[src/rtl/alu_serial_nbit.sv]
// Bit-serial N-bit ALU: one 1-bit slice with a registered carry, one bit per clock, LSB first.
// Result and C/Z/N/V flags are registered and change only on the done pulse or reset.
//
// state | meaning
// IDLE  | waiting for start; result/flags hold the last completed operation
// RUN   | processing bit cnt of the latched operands
module alu_serial_nbit #(
  parameter int WIDTH = 8
) (
  input  logic             clk,
  input  logic             rst,
  input  logic             start,
  input  logic [WIDTH-1:0] A,
  input  logic [WIDTH-1:0] B,
  input  logic             mode,
  input  logic [2:0]       opsel,
  output logic             busy,
  output logic             done,
  output logic [WIDTH-1:0] result,
  output logic             cout,
  output logic             zero,
  output logic             neg,
  output logic             ovf
);

  localparam int CW = (WIDTH > 1) ? $clog2(WIDTH) : 1;
  localparam logic [CW-1:0] LAST = CW'(WIDTH - 1);

  typedef enum logic {IDLE, RUN} state_t;

  state_t           state, state_nxt;
  logic [CW-1:0]    cnt;
  logic [WIDTH-1:0] a_sr, b_sr;
  logic [WIDTH-2:0] res_sr;
  logic             mode_q;
  logic [2:0]       opsel_q;
  logic             carry;
  logic             prev_a;

  logic             accept;
  logic             last_bit;
  logic             a_bit, b_bit, bx;
  logic             s_bit, c_nxt;
  logic             cin_init;
  logic [WIDTH-1:0] res_sh;
  logic             c_flag, v_flag;

  always_ff @(posedge clk) begin
    if (rst) state <= IDLE;
    else     state <= state_nxt;
  end

  always_comb begin
    state_nxt = state;
    case (state)
      IDLE:    if (start) state_nxt = RUN;
      RUN:     if (cnt == LAST) state_nxt = IDLE;
      default: state_nxt = IDLE;
    endcase
  end

  assign busy     = (state == RUN);
  assign accept   = (state == IDLE) && start;
  assign last_bit = (state == RUN) && (cnt == LAST);
  assign a_bit    = a_sr[0];
  assign b_bit    = b_sr[0];

  // Carry-in preload; SBC borrows the stored C flag as seen at accept time.
  always_comb begin
    cin_init = 1'b0;
    if (!mode) begin
      case (opsel)
        3'b001:                 cin_init = cout;
        3'b011, 3'b100, 3'b110: cin_init = 1'b1;
        default:                cin_init = 1'b0;
      endcase
    end
  end

  // The single 1-bit slice.
  always_comb begin
    bx    = 1'b0;
    s_bit = 1'b0;
    c_nxt = 1'b0;
    if (!mode_q) begin
      case (opsel_q)
        3'b000, 3'b110: bx = b_bit;
        3'b001, 3'b011: bx = ~b_bit;
        3'b101:         bx = 1'b1;
        default:        bx = 1'b0;
      endcase
      if (opsel_q != 3'b111) begin
        s_bit = a_bit ^ bx ^ carry;
        c_nxt = (a_bit & bx) | (a_bit & carry) | (bx & carry);
      end
    end else begin
      case (opsel_q)
        3'b000:  s_bit = a_bit & b_bit;
        3'b001:  s_bit = a_bit | b_bit;
        3'b010:  s_bit = a_bit ^ b_bit;
        3'b011:  s_bit = ~a_bit;
        3'b101:  s_bit = prev_a;
        default: s_bit = 1'b0;
      endcase
    end
  end

  assign res_sh = {s_bit, res_sr};

  always_comb begin
    c_flag = 1'b0;
    v_flag = 1'b0;
    if (!mode_q) begin
      if (opsel_q != 3'b111) begin
        c_flag = c_nxt;
        v_flag = carry ^ c_nxt;
      end
    end else if (opsel_q == 3'b101) begin
      c_flag = a_bit;
    end
  end

  always_ff @(posedge clk) begin
    if (rst) begin
      cnt     <= '0;
      a_sr    <= '0;
      b_sr    <= '0;
      res_sr  <= '0;
      mode_q  <= 1'b0;
      opsel_q <= 3'b000;
      carry   <= 1'b0;
      prev_a  <= 1'b0;
      done    <= 1'b0;
      result  <= '0;
      cout    <= 1'b0;
      zero    <= 1'b0;
      neg     <= 1'b0;
      ovf     <= 1'b0;
    end else begin
      done <= 1'b0;
      if (accept) begin
        a_sr    <= A;
        b_sr    <= B;
        mode_q  <= mode;
        opsel_q <= opsel;
        carry   <= cin_init;
        prev_a  <= 1'b0;
        res_sr  <= '0;
        cnt     <= '0;
      end else if (state == RUN) begin
        a_sr   <= a_sr >> 1;
        b_sr   <= b_sr >> 1;
        carry  <= c_nxt;
        prev_a <= a_bit;
        res_sr <= res_sh[WIDTH-1:1];
        cnt    <= cnt + CW'(1);
        if (last_bit) begin
          cnt    <= '0;
          result <= res_sh;
          cout   <= c_flag;
          zero   <= (res_sh == '0);
          neg    <= s_bit;
          ovf    <= v_flag;
          done   <= 1'b1;
        end
      end
    end
  end

endmodule

[config.mk]
export PLATFORM = sky130hd
export DESIGN_NAME = alu_serial_nbit
export DESIGN_NICKNAME = d
export VERILOG_FILES = /design/src/rtl/alu_serial_nbit.sv
export SDC_FILE = /design/constraint.sdc
export NUM_CORES = 1
export LEC_CHECK = 0
export ABC_AREA = 1
export CORE_MARGIN = 10
export CORE_UTILIZATION = 32
export CTS_CLUSTER_SIZE = 20
export DETAILED_ROUTE_END_ITERATION = 8
export HOLD_SLACK_MARGIN = 0.02
export PLACE_DENSITY_LB_ADDON = 0.05
export RECOVER_POWER = 25
export SLEW_MARGIN = 30
export SYNTH_ARGS = -nofsm -noshare
export SYNTH_HDL_FRONTEND = slang
export SYNTH_SLANG_ARGS = --single-unit
[constraint.sdc]
create_clock -name clk -period 4 [get_ports clk]
set_input_delay 0.6 -clock clk [delete_from_list [all_inputs] [get_ports clk]]
set_output_delay 0.6 -clock clk [all_outputs]
set_load 0.05 [all_outputs]
* Word level (Yosys, flattened, before mapping)
Index checks and enable logic that the tools add are counted.
** Storage, ports and cells
- Register bits :: 46
** Cells by class
- Add/sub/neg operators :: 1
- Equal/unequal tests :: 11
- Mux-type cells :: 25
- Bitwise operators :: 15
- Reductions and logical operators :: 11
** Operators by type and width (count)
- $mux W8 :: 4
- $mux W1 :: 16
- $eq A3 B3 Y1 const B :: 5
- $eq A3 B2 Y1 const B :: 3
- $logic_not A8 Y1 :: 1
- $eq A3 B1 Y1 const B :: 2
- $reduce_or A2 Y1 :: 3
- $reduce_or A3 Y1 :: 2
- $pmux W1 S5 :: 1
- $and A1 B1 Y1 :: 4
- $not A1 Y1 :: 4
- $pmux W1 S2 :: 2
- $xor A1 B1 Y1 :: 4
- $add A3 B1 Y3 const B :: 1
- $logic_not A3 Y1 :: 1
- $mux W3 :: 1
- $ne A3 B3 Y1 const B :: 1
- $or A1 B1 Y1 :: 3
- $pmux W1 S3 :: 1
- $reduce_and A3 Y1 :: 1
- $logic_and A1 B1 Y1 :: 2
- $reduce_bool A2 Y1 :: 1

* Longest topological paths before layout
Gate-level depths: netlist (run 1).
- Word-level depth :: 12
- Depth in mapped cells :: 11
- Gate-level depth less buffers :: 11

* Worst setup path after synthesis (run 1)
OpenSTA, ideal clock, no wires.
- Kind :: register to register
- Start point :: reg opsel_q[2]
- End point :: reg res_sr[6]
- Library setup time :: 109 ps
- Arrival time :: 1607 ps
- Required time :: 3891 ps
- Setup slack :: 2284 ps
- Stages on the path, launching flop included :: 9
- Buffers on the path :: 0
- Clock period less this slack :: 1716 ps
- Cell sequence :: dfxtp_1 -> inv_1 -> a21oi_1 -> o311ai_0 -> fa_1 -> nand2_1 -> nand3_1 -> nand2_1 -> inv_1
** Between the ends
- Word-level cells in the longest chain between the ends :: 8
** Ends and longest elaborated chain
- start, declared :: RTL line 36 : logic [2:0] opsel_q;
- start signal, assigned :: RTL line 145 : opsel_q <= opsel;
- $eq A3 B2 Y1 (tied with other cells) :: RTL line 86, 97
- $reduce_or A2 Y1 :: RTL line 86 : case (opsel_q)
- $pmux W1 S3 :: RTL line 86
- $mux W1 :: RTL line 85 : if (!mode_q) begin
- $xor A1 B1 Y1 (2 in a row) :: RTL line 93 : s_bit = a_bit ^ bx ^ carry;
- $mux W1 :: RTL line 92 : if (opsel_q != 3'b111) begin
- $mux W1 (*) :: RTL line 85
- end signal, assigned :: RTL line 155 : res_sr <= res_sh[WIDTH-1:1];
- end, declared :: RTL line 34 : logic [WIDTH-2:0] res_sr;
Mark *: on every way between the ends. The rest lies on a longest branch, timed or not. The select of a mux whose other input is x is not followed.
A chain may end at the register's enable or synchronous reset.

* Final worst setup path (run 1)
- Start point :: reg state, in the netlist busy
- End point :: reg b_sr[3]
** Between the ends
- Word-level cells in the longest chain between the ends :: 3
** Ends and longest elaborated chain
- start, declared :: RTL line 31 : state_t state, state_nxt;
- start signal, assigned :: RTL line 50 : else state <= state_nxt;
- $not A1 Y1 (no source line)
- $logic_and A1 B1 Y1 :: RTL line 63 : assign accept = (state == IDLE) && start;
- $mux W8 or $reduce_bool A2 Y1 (tied branches)
- end signal, assigned :: RTL line 152 : b_sr <= b_sr >> 1;
- end, declared :: RTL line 33 : logic [WIDTH-1:0] a_sr, b_sr;
Parallel ways exist; a longest one is shown, timed or not.

==> results of run 1 <==
==> cells by family (layout without fill, tap and decap cells) <==
| logic type | after synthesis | after routing | share of synthesized area (%) |
|---|---|---|---|
| fa+ha+maj | 5 | 5 | 3.47 |
| xor+xnor | 1 | 1 | 0.434 |
| buf+inv | 54 | 88 | 11.7 |
| simple gates | 134 | 134 | 27.4 |
| flops | 45 | 45 | 44.6 |
| compound gates | 41 | 41 | 12.3 |
==> area by class of cell <==
type | count | area, sq um | share of cell area, %
multi-input combinational | 181 | 865 | 34.5
clock buffer | 7 | 86.3 | 3.45
sequential | 45 | 901 | 36.0
timing repair buffer | 37 | 364 | 14.5
tap | 75 | 93.8 | 3.75
inverter | 43 | 165 | 6.59
clock inverter | 1 | 30.0 | 1.20
==> per-layer routing <==
| metal | track usage (%) | vias up |
|---|---|---|
| met5 | 0 | - |
| met4 | 3.31 | 0 |
| met3 | 3.32 | 4 |
| met2 | 16.0 | 40 |
| met1 | 13.5 | 787 |
| li1 | - | 940 |
==> Yosys cell counts (2+ instances only) <==
| cell type | instances |
|---|---|
| inv_1 | 41 |
| dfxtp_1 | 45 |
| nand2_1 | 91 |
| nand4_1 | 4 |
| buf_2 | 5 |
| nor2_1 | 18 |
| o21ai_0 | 10 |
| o211ai_1 | 6 |
| ha_1 | 4 |
| a21oi_1 | 18 |
| inv_4 | 2 |
| nand3_1 | 16 |
| nor2_2 | 2 |
| buf_6 | 2 |
| clkbuf_1 | 2 |
| buf_4 | 2 |
==> how the worst max path moves through the flow <==
| stage | endpoint | from | depth (start not counted) |
|---|---|---|---|
| final | b_sr[3] | busy | 6 |
| after global routing | b_sr[3] | busy | 6 |
| after CTS | busy | busy | 1 |
| after detailed placement | zero | rst | 6 |
| after global placement | zero | rst | 6 |
| after floorplan | res_sr[6] | opsel_q[2] | 8 |
==> flip-flops by register name, indices dropped and copies added (netlist names) <==
| name | flops |
|---|---|
| cnt | 3 |
| result | 8 |
| a_sr | 8 |
| prev_a | 1 |
| res_sr | 7 |
| carry | 1 |
| done | 1 |
| zero | 1 |
| b_sr | 8 |
| cout | 1 |
| mode_q | 1 |
| busy | 1 |
| ovf | 1 |
| opsel_q | 3 |
==> metrics by stage <==
stage / hold WS (ns) / cell area (sq um) / std cells / util, %
floorplan: 0.437 / 2020 / 280 / -
global placement: 0.447 / 2410 / 381 / 40.0
detailed placement: 0.449 / 2410 / 381 / 40.0
CTS: 0.465 / 2530 / 389 / 41.9
global route: 0.480 / 2500 / 389 / 41.6
finish: 0.461 / 2500 / 389 / 41.6
==> power groups by stage <==
stage | registers [W] | logic (W) | clock network [W]
2_1_floorplan | 0.000484 | 0.0000721 | 0
3_3_place_gp | 0.000487 | 0.000112 | 0
3_5_place_dp | 0.000487 | 0.000111 | 0
4_1_cts | 0.000477 | 0.000111 | 0.000368
5_1_grt | 0.000479 | 0.000123 | 0.000386
6_report | 0.000476 | 0.000106 | 0.000354
==> tightest hold or removal path, delay by kind of cell (launching register included) <==
| kind | cells | cell delay [ns] |
|---|---|---|
| DFF | 1 | 0.32 |
| and+or+nand+nor | 2 | 0.10 |
==> flow_metrics.env, run 1 <==
export IMPL_synth_edf_count=0
export IMPL_reg2reg_depth=6
export IMPL_tns_ns=0
export IMPL_io_buffer_count=36
export IMPL_synth_async_reset_ratio_pct=0
export IMPL_max_cap_viol_count=0
export IMPL_core_area_sq_um=6030
export IMPL_slowest_stage="nor2_1"
export IMPL_power_switching_w=0.000225
export IMPL_post_route_period_util_pct=63.0
export IMPL_ys_flop_type="dfxtp_1"
export IMPL_grt_pass1_wl_microns=8560
export IMPL_wl_per_cell_microns=12.5
export IMPL_ant_nets=0
export IMPL_cpPeakStageDelay_ns=0.97
export IMPL_cts_resized=0
export IMPL_setup_ws_ns=1.48
export IMPL_hold_buffers=0
export IMPL_crit_family="simple AND/OR/NAND/NOR gates"
export IMPL_antennaDiodeCount=0
export IMPL_drtIter0Drc=77
export IMPL_worst_setup_path_start_kind="flop"
export IMPL_synth_seq_cells=45
export IMPL_top_layer_used="met4"
export IMPL_antenna_found_initial=0
export IMPL_worstSetupPathType="reg -> reg"
export IMPL_synth_top_cells_by_area="dfxtp_1, nand2_1, inv_1, a21oi_1, nand3_1"
export IMPL_synth_avg_cell_area_sq_um=7.21
export IMPL_tritoncts="done"
export IMPL_hpwl_microns=3590
export IMPL_synthCells=280
export IMPL_synth_distinct_cells=28
export IMPL_gr_total_overflow=0
export IMPL_numCtsBuffers=5
export IMPL_path_buf_inv=3
export IMPL_comb_power_share_pct=11.3
export IMPL_grt_max_degree=22
export IMPL_path_common_cell="inv_1"
export IMPL_finalWirelength_microns=4870
export IMPL_yosys_warnings=0
export IMPL_clkPwrFrac_pct=37.8
export IMPL_min_period_ns=2.52
export IMPL_p_total_w=0.000937
export IMPL_syn_nets=308
export IMPL_dieArea_sq_um=9890
export IMPL_p_per_area_nw_per_um2=374
export IMPL_clkTransAtPathRegs_ns=0.09
export IMPL_final_nets=341
export IMPL_status="complete, no violations"
export IMPL_viasPerCell=4.55
export IMPL_routed_via_count=1771
export IMPL_p_sw_share_pct=24.1
export IMPL_p_int_w=0.000711
export IMPL_synth_top_cell_area_share_pct=44.6
export IMPL_path_max_fanout=21
export IMPL_ios=37
export IMPL_hold_viol_final=0
export IMPL_fill_cells=666
export IMPL_globalplace_congestion=0.738
export IMPL_holdCritPathClass="reg -> reg"
export IMPL_core_rowCount=28
export IMPL_drive_gt1_share_pct=3.50
export IMPL_cts_path_max_buffers=2
export IMPL_area_growth_pct=24.0
export IMPL_mostFrequentLayoutCells="nand2_1, dfxtp_1, inv_1"
export IMPL_dp_slack_ns=1.66
export IMPL_start_util_pct=33.5
export IMPL_wl_met3_microns=296
export IMPL_dr_pass1_iters=4
export IMPL_slew_headroom_pct=26.7
export IMPL_numClockSinks=45
export IMPL_yosysSeqAreaShare_pct=44.6
export IMPL_reg2reg_from="busy"
export IMPL_grt_setup_unrepaired="no"
export IMPL_min_path_cells=2
export IMPL_grt_pass1_vias=1771
export IMPL_p_leak_nw=1.14
export IMPL_grt_use_total_pct=10.4
export IMPL_timing_reg2reg_setup_slack_ns=1.48
export IMPL_cp_end_kind="flop"
export IMPL_arrival_ns=2.76
export IMPL_cts_max_level=2
export IMPL_worst_pin_slew_ns=1.10
export IMPL_met1Wirelength_microns=2390
export IMPL_fmaxAchievable_mhz=397
export IMPL_hp_start="zero"
export IMPL_wl_met2_microns=2130
export IMPL_drc=0
export IMPL_crit_path_cell_trace="clkbuf_1 > nor2_1 > inv_1 > o211ai_1 > nand2_1 > inv_1"
export IMPL_final_common_cell="nand2_1"
export IMPL_cts_setup_buffers=0
export IMPL_die_h_microns=99.4
export IMPL_cts_root_buf="clkbuf_8"
export IMPL_netlist_area_sq_um=2020
export IMPL_slew_violations=0
export IMPL_die_x_microns=99.4
export IMPL_insertion_delay_ns=0.30
export IMPL_ir_worst_vdd_uv=163
export IMPL_finalClockSkew_ns=0.00835
export IMPL_seqPwrFrac_pct=50.8
export IMPL_synth_top_cell_by_area="dfxtp_1"
export IMPL_hold_end="zero"
export IMPL_cp_required_ns=4.24
export IMPL_finalSetupViolCount=0
export IMPL_reg2reg_to="b_sr[3]"
Note: power is estimated with default switching activity, not from simulation.
==> run 2: changes to the inputs <==
Clock period 4 ns to 2.5 ns, I/O delays scaled along.
==> run 2 against run 1 <==
Against the previous run:
- combinational power increased by 71%
- first-iteration DRC count is 22% lower
- routed wire length is essentially flat
- power up 62%
- non-clock buffer count rose by 5
- die area is the same
- cell count grew 1.3%
- register-to-register slack worse by 0.94 ns
- largest cell class unchanged
- highest routed layer unchanged
==> flow_metrics.env, run 2 (same netlist as run 1, synthesis figures left out) <==
export IMPL_globalplace_congestion=0.817
export IMPL_cts_resized=0
export IMPL_area_growth_pct=26.2
export IMPL_ir_worst_vdd_uv=364
export IMPL_p_leak_nw=1.17
export IMPL_p_per_area_nw_per_um2=596
export IMPL_insertion_delay_ns=0.30
export IMPL_drive_gt1_share_pct=5.64
export IMPL_die_x_microns=99.4
export IMPL_start_util_pct=33.5
export IMPL_worst_setup_path_start_kind="flop"
export IMPL_slowest_stage="clkbuf_1"
export IMPL_finalSetupViolCount=0
export IMPL_grt_use_total_pct=10.2
export IMPL_arrival_ns=2.22
export IMPL_slew_headroom_pct=65.8
export IMPL_tns_ns=0
export IMPL_core_rowCount=28
export IMPL_io_buffer_count=36
export IMPL_hp_start="result[3]"
export IMPL_drc=0
export IMPL_antennaDiodeCount=0
export IMPL_numClockSinks=45
export IMPL_dieArea_sq_um=9890
export IMPL_grt_pass1_wl_microns=8310
export IMPL_cp_required_ns=2.75
export IMPL_wl_per_cell_microns=12.4
export IMPL_antenna_found_initial=0
export IMPL_worstSetupPathType="reg -> reg"
export IMPL_cts_setup_buffers=0
export IMPL_mostFrequentLayoutCells="nand2_1, dfxtp_1, inv_1"
export IMPL_reg_top3="a_sr (8), b_sr (8), result (8)"
export IMPL_path_buf_inv=5
export IMPL_cp_startpoint="busy"
export IMPL_p_total_w=0.00152
export IMPL_whs_ns=0.460
export IMPL_post_route_period_util_pct=78.7
export IMPL_cpPeakStageDelay_ns=0.41
export IMPL_crit_family="buffers and inverters"
export IMPL_hpwl_microns=3600
export IMPL_clkTransAtPathRegs_ns=0.09
export IMPL_dr_pass1_iters=4
export IMPL_reg2reg_from="busy"
export IMPL_path_max_fanout=17
export IMPL_numCtsBuffers=5
export IMPL_grt_setup_unrepaired="no"
export IMPL_ios=37
export IMPL_final_common_cell="nand2_1"
export IMPL_cp_end_kind="flop"
export IMPL_ant_nets=0
export IMPL_hold_viol_final=0
export IMPL_tritoncts="done"
export IMPL_holdCritPathClass="reg -> reg"
export IMPL_min_period_ns=1.97
export IMPL_cts_max_level=2
export IMPL_cts_root_buf="clkbuf_8"
export IMPL_grt_pass1_vias=1695
export IMPL_finalWirelength_microns=4870
export IMPL_grt_max_degree=27
export IMPL_placed_area_sq_um=2450
export IMPL_crit_path_cell_trace="clkbuf_1 > inv_4 > nand2_1 > inv_4 > nor2_2 > inv_1 > a21oi_1 > nand2_1 > inv_1"
export IMPL_finalClockSkew_ns=0.00668
export IMPL_core_area_sq_um=6030
export IMPL_fill_cells=664
export IMPL_routed_via_count=1787
export IMPL_max_cap_viol_count=0
export IMPL_fmaxAchievable_mhz=509
export IMPL_gr_total_overflow=0
export IMPL_slew_violations=0
export IMPL_worst_pin_slew_ns=0.511
export IMPL_cts_path_max_buffers=2
export IMPL_viasPerCell=4.54
export IMPL_die_h_microns=99.4
export IMPL_status="complete, no violations"
export IMPL_final_nets=346
export IMPL_finalInstanceArea_sq_um=2550
export IMPL_drtIter0Drc=60
export IMPL_hold_buffers=0
==> run 2: cell types whose count changed in the layout (fill, tap and decap cells not counted) <==
cell | previous run | this run
clkinvlp_2 | 1 | 0
nor2_4 | 0 | 1
inv_4 | 1 | 2
nor2_1 | 20 | 19
clkdlybuf4s50_1 | 36 | 35
buf_4 | 0 | 6
==> run 2: per-stage QoR <==
| stage | setup WS (ns) | cells | utilization [%] |
|---|---|---|---|
| final | 0.534 | 394 | 42.3 |
| after global routing | 0.288 | 394 | 42.3 |
| after CTS | 0.569 | 394 | 42.5 |
| after detailed placement | 0.573 | 386 | 40.6 |
| after global placement | 0.591 | 386 | 40.6 |
| after floorplan | 0.784 | 280 | - |
==> run 2: where the power goes <==
group / switching, W / internal [W]
clock: 0.000254 / 0.000326
sequential: 0.0000164 / 0.000741
combinational: 0.000105 / 0.0000765
total: 0.000375 / 0.00114
==> run 2: final timing paths <==
path / endpoint / slack, ns / cells after the start
setup reg to reg: res_sr[6] / 0.53 / 9
hold / removal: result[3] / 0.46 / 2
hold reg to reg: result[3] / 0.46 / 2
setup / recovery: res_sr[6] / 0.53 / 9
==> run 2: layout make-up <==
| type | count | area (sq um) | share of cell area, % |
|---|---|---|---|
| flip-flops and latches | 45 | 901 | 35.3 |
| multi-input cells | 181 | 872 | 34.2 |
| repair buffers | 42 | 399 | 15.7 |
| inverters | 43 | 166 | 6.53 |
| well taps | 75 | 93.8 | 3.68 |
| clock buffers | 7 | 86.3 | 3.39 |
| clock inverters | 1 | 30.0 | 1.18 |
==> run 2: tightest hold or removal path, stage by stage, from the launching register on <==
cell and delay (ns):
dfxtp_1 0.33, nand2_1 0.05, o21ai_0 0.05
==> run 2: metal layers <==
layer  global-route usage [%]  vias to the layer above  wire length (microns)
met1                     13.3                      791                   2470
met2                     15.1                       40                   2100
li1                         -                      951                      -
met3                     3.04                        5                    250
met4                     4.30                        0                     55
met5                        0                        -                      0
==> run 3: changes to the inputs <==
Clock period 2.5 ns to 1.75 ns, I/O delays scaled along.
==> run 3 against run 2 <==
Against the previous run:
- sequential power rose by 42%
- utilization rose by 0.96 points
- combinational power rose by 76%
- cell count rose by 3.3%
- global-route usage rose by 0.11 points
- first-iteration DRC count fell by 33%
- die area did not move
- critical path type unchanged
- largest cell class unchanged
==> flow_metrics.env, run 3 (same netlist as run 1, synthesis figures left out) <==
export IMPL_arrival_ns=1.88
export IMPL_grt_pass1_wl_microns=8400
export IMPL_cts_path_max_buffers=2
export IMPL_ir_worst_vdd_uv=310
export IMPL_ant_nets=0
export IMPL_numCtsBuffers=5
export IMPL_final_nets=361
export IMPL_insertion_delay_ns=0.29
export IMPL_ios=37
export IMPL_hpwl_microns=3820
export IMPL_finalClockSkew_ns=0.00409
export IMPL_gr_total_overflow=0
export IMPL_grt_use_total_pct=10.3
export IMPL_status="complete, no violations"
export IMPL_p_total_w=0.00200
export IMPL_p_per_area_nw_per_um2=766
export IMPL_cts_root_buf="clkbuf_8"
export IMPL_mostFrequentLayoutCells="nand2_1, dfxtp_1, inv_1"
export IMPL_core_area_sq_um=6030
export IMPL_hold_viol_final=0
export IMPL_holdCritPathClass="reg -> reg"
export IMPL_hold_end="zero"
export IMPL_grt_setup_unrepaired="yes"
export IMPL_routed_via_count=1795
export IMPL_grt_pass1_vias=1749
export IMPL_hold_buffers=0
export IMPL_finalSetupViolCount=0
export IMPL_tns_ns=0
export IMPL_post_route_period_util_pct=96.0
export IMPL_reg2reg_depth=9
export IMPL_worst_pin_slew_ns=0.612
export IMPL_crit_path_cell_trace="inv_2 > a21oi_1 > o311ai_1 > buf_4 > fa_2 > nand2_2 > nand3_1 > nand2_1 > inv_1"
export IMPL_hp_start="zero"
export IMPL_slew_headroom_pct=59.4
export IMPL_drive_gt1_share_pct=12.7
export IMPL_max_cap_viol_count=0
export IMPL_place_inst=401
export IMPL_slowest_stage="fa_2"
export IMPL_grt_max_degree=22
export IMPL_dieArea_sq_um=9890
export IMPL_numClockSinks=45
export IMPL_crit_family="adder cells"
export IMPL_die_h_microns=99.4
export IMPL_fmaxAchievable_mhz=595
export IMPL_viasPerCell=4.41
export IMPL_slew_violations=0
export IMPL_cpPeakStageDelay_ns=0.42
export IMPL_die_x_microns=99.4
export IMPL_min_path_cells=2
export IMPL_wl_per_cell_microns=12.0
export IMPL_final_cells=407
export IMPL_finalWirelength_microns=4880
export IMPL_timing_reg2reg_setup_slack_ns=0.07
export IMPL_final_common_cell="nand2_1"
export IMPL_cp_required_ns=1.94
export IMPL_reg2reg_to="res_sr[6]"
export IMPL_reg_top3="a_sr (8), b_sr (8), result (8)"
export IMPL_cp_end_kind="flop"
export IMPL_globalplace_congestion=0.825
export IMPL_cts_setup_buffers=0
export IMPL_drtIter0Drc=40
export IMPL_start_util_pct=33.5
export IMPL_min_period_ns=1.68
export IMPL_io_buffer_count=36
export IMPL_clkTransAtPathRegs_ns=0.08
export IMPL_core_rowCount=28
export IMPL_reg2reg_from="opsel_q[0]"
export IMPL_worstSetupPathType="reg -> reg"
export IMPL_whs_ns=0.460
export IMPL_antennaDiodeCount=0
export IMPL_path_buf_inv=3
export IMPL_tritoncts="done"
export IMPL_cts_max_level=2
export IMPL_area_growth_pct=29.1
export IMPL_path_max_fanout=5
export IMPL_drc=0
export IMPL_final_util_pct=43.3
export IMPL_antenna_found_initial=0
export IMPL_worst_setup_path_start_kind="flop"
export IMPL_p_leak_nw=1.22
export IMPL_dr_pass1_iters=4
## run 3: changes by cell type in the layout (fill, tap and decap cells not counted), sizes merged
cell | before | now
clkinv | 0 | 1
dlygate4sd3 | 0 | 1
buf | 6 | 22
bufinv | 1 | 0
clkbuf | 8 | 17
clkdlybuf4s50 | 35 | 22
## run 3: metrics by stage
step                      worst slack [ns]  area, sq um
final                               0.0694         2610
after global routing              -0.00601         2610
after CTS                          0.00442         2640
after detailed placement           -0.0582         2570
after global placement             -0.0489         2570
after floorplan                     0.0343         2020
## run 3: how the worst max path moves through the flow
stage / startpoint / endpoint / slack [ns] / cells after the start
global route: opsel_q[0] / res_sr[6] / -0.006 / 9
floorplan: opsel_q[2] / res_sr[6] / 0.03 / 8
detailed placement: opsel_q[0] / res_sr[6] / -0.06 / 9
global placement: opsel_q[0] / res_sr[6] / -0.05 / 9
finish: opsel_q[0] / res_sr[6] / 0.07 / 9
CTS: opsel_q[0] / res_sr[6] / 0.004 / 9
## run 3: worst register-to-register path, cell delays in order, from the launching register on
cell	delay, ns
dfxtp_2	0.33
inv_2	0.08
a21oi_1	0.07
o311ai_1	0.27
buf_4	0.16
fa_2	0.42
nand2_2	0.09
nand3_1	0.07
nand2_1	0.06
inv_1	0.03
## run 3: per-layer routing
metal / global-route usage [%] / up-vias / part of all wire, %
met5: 0 / - / 0
met2: 15.5 / 24 / 42
met3: 3.11 / 5 / 4.9
met4: 3.31 / 0 / 0.88
met1: 13.7 / 783 / 53
li1: - / 983 / -
## run 3: area by class of cell
cell class	instances	area [sq um]
Multi-Input combinational cell	181	887
Clock inverter	1	5.00
Timing Repair Buffer	57	478
Tap cell	75	93.8
Inverter	43	166
Fill cell	687	3420
Clock buffer	5	68.8
Sequential cell	45	907
## run 3: where the power goes
group          leakage (nW)  internal, W  total (W)  switching (W)
clock                0.0399     0.000263   0.000597       0.000333
sequential            0.368      0.00106    0.00108      0.0000221
combinational         0.809     0.000156   0.000319       0.000163
total                  1.22      0.00148    0.00200       0.000519
## run 3: repair_timing
action                     in CTS  in global routing
setup endpoints to repair       5                  5
hold endpoints to repair        0                  0
resized for setup               2                  8
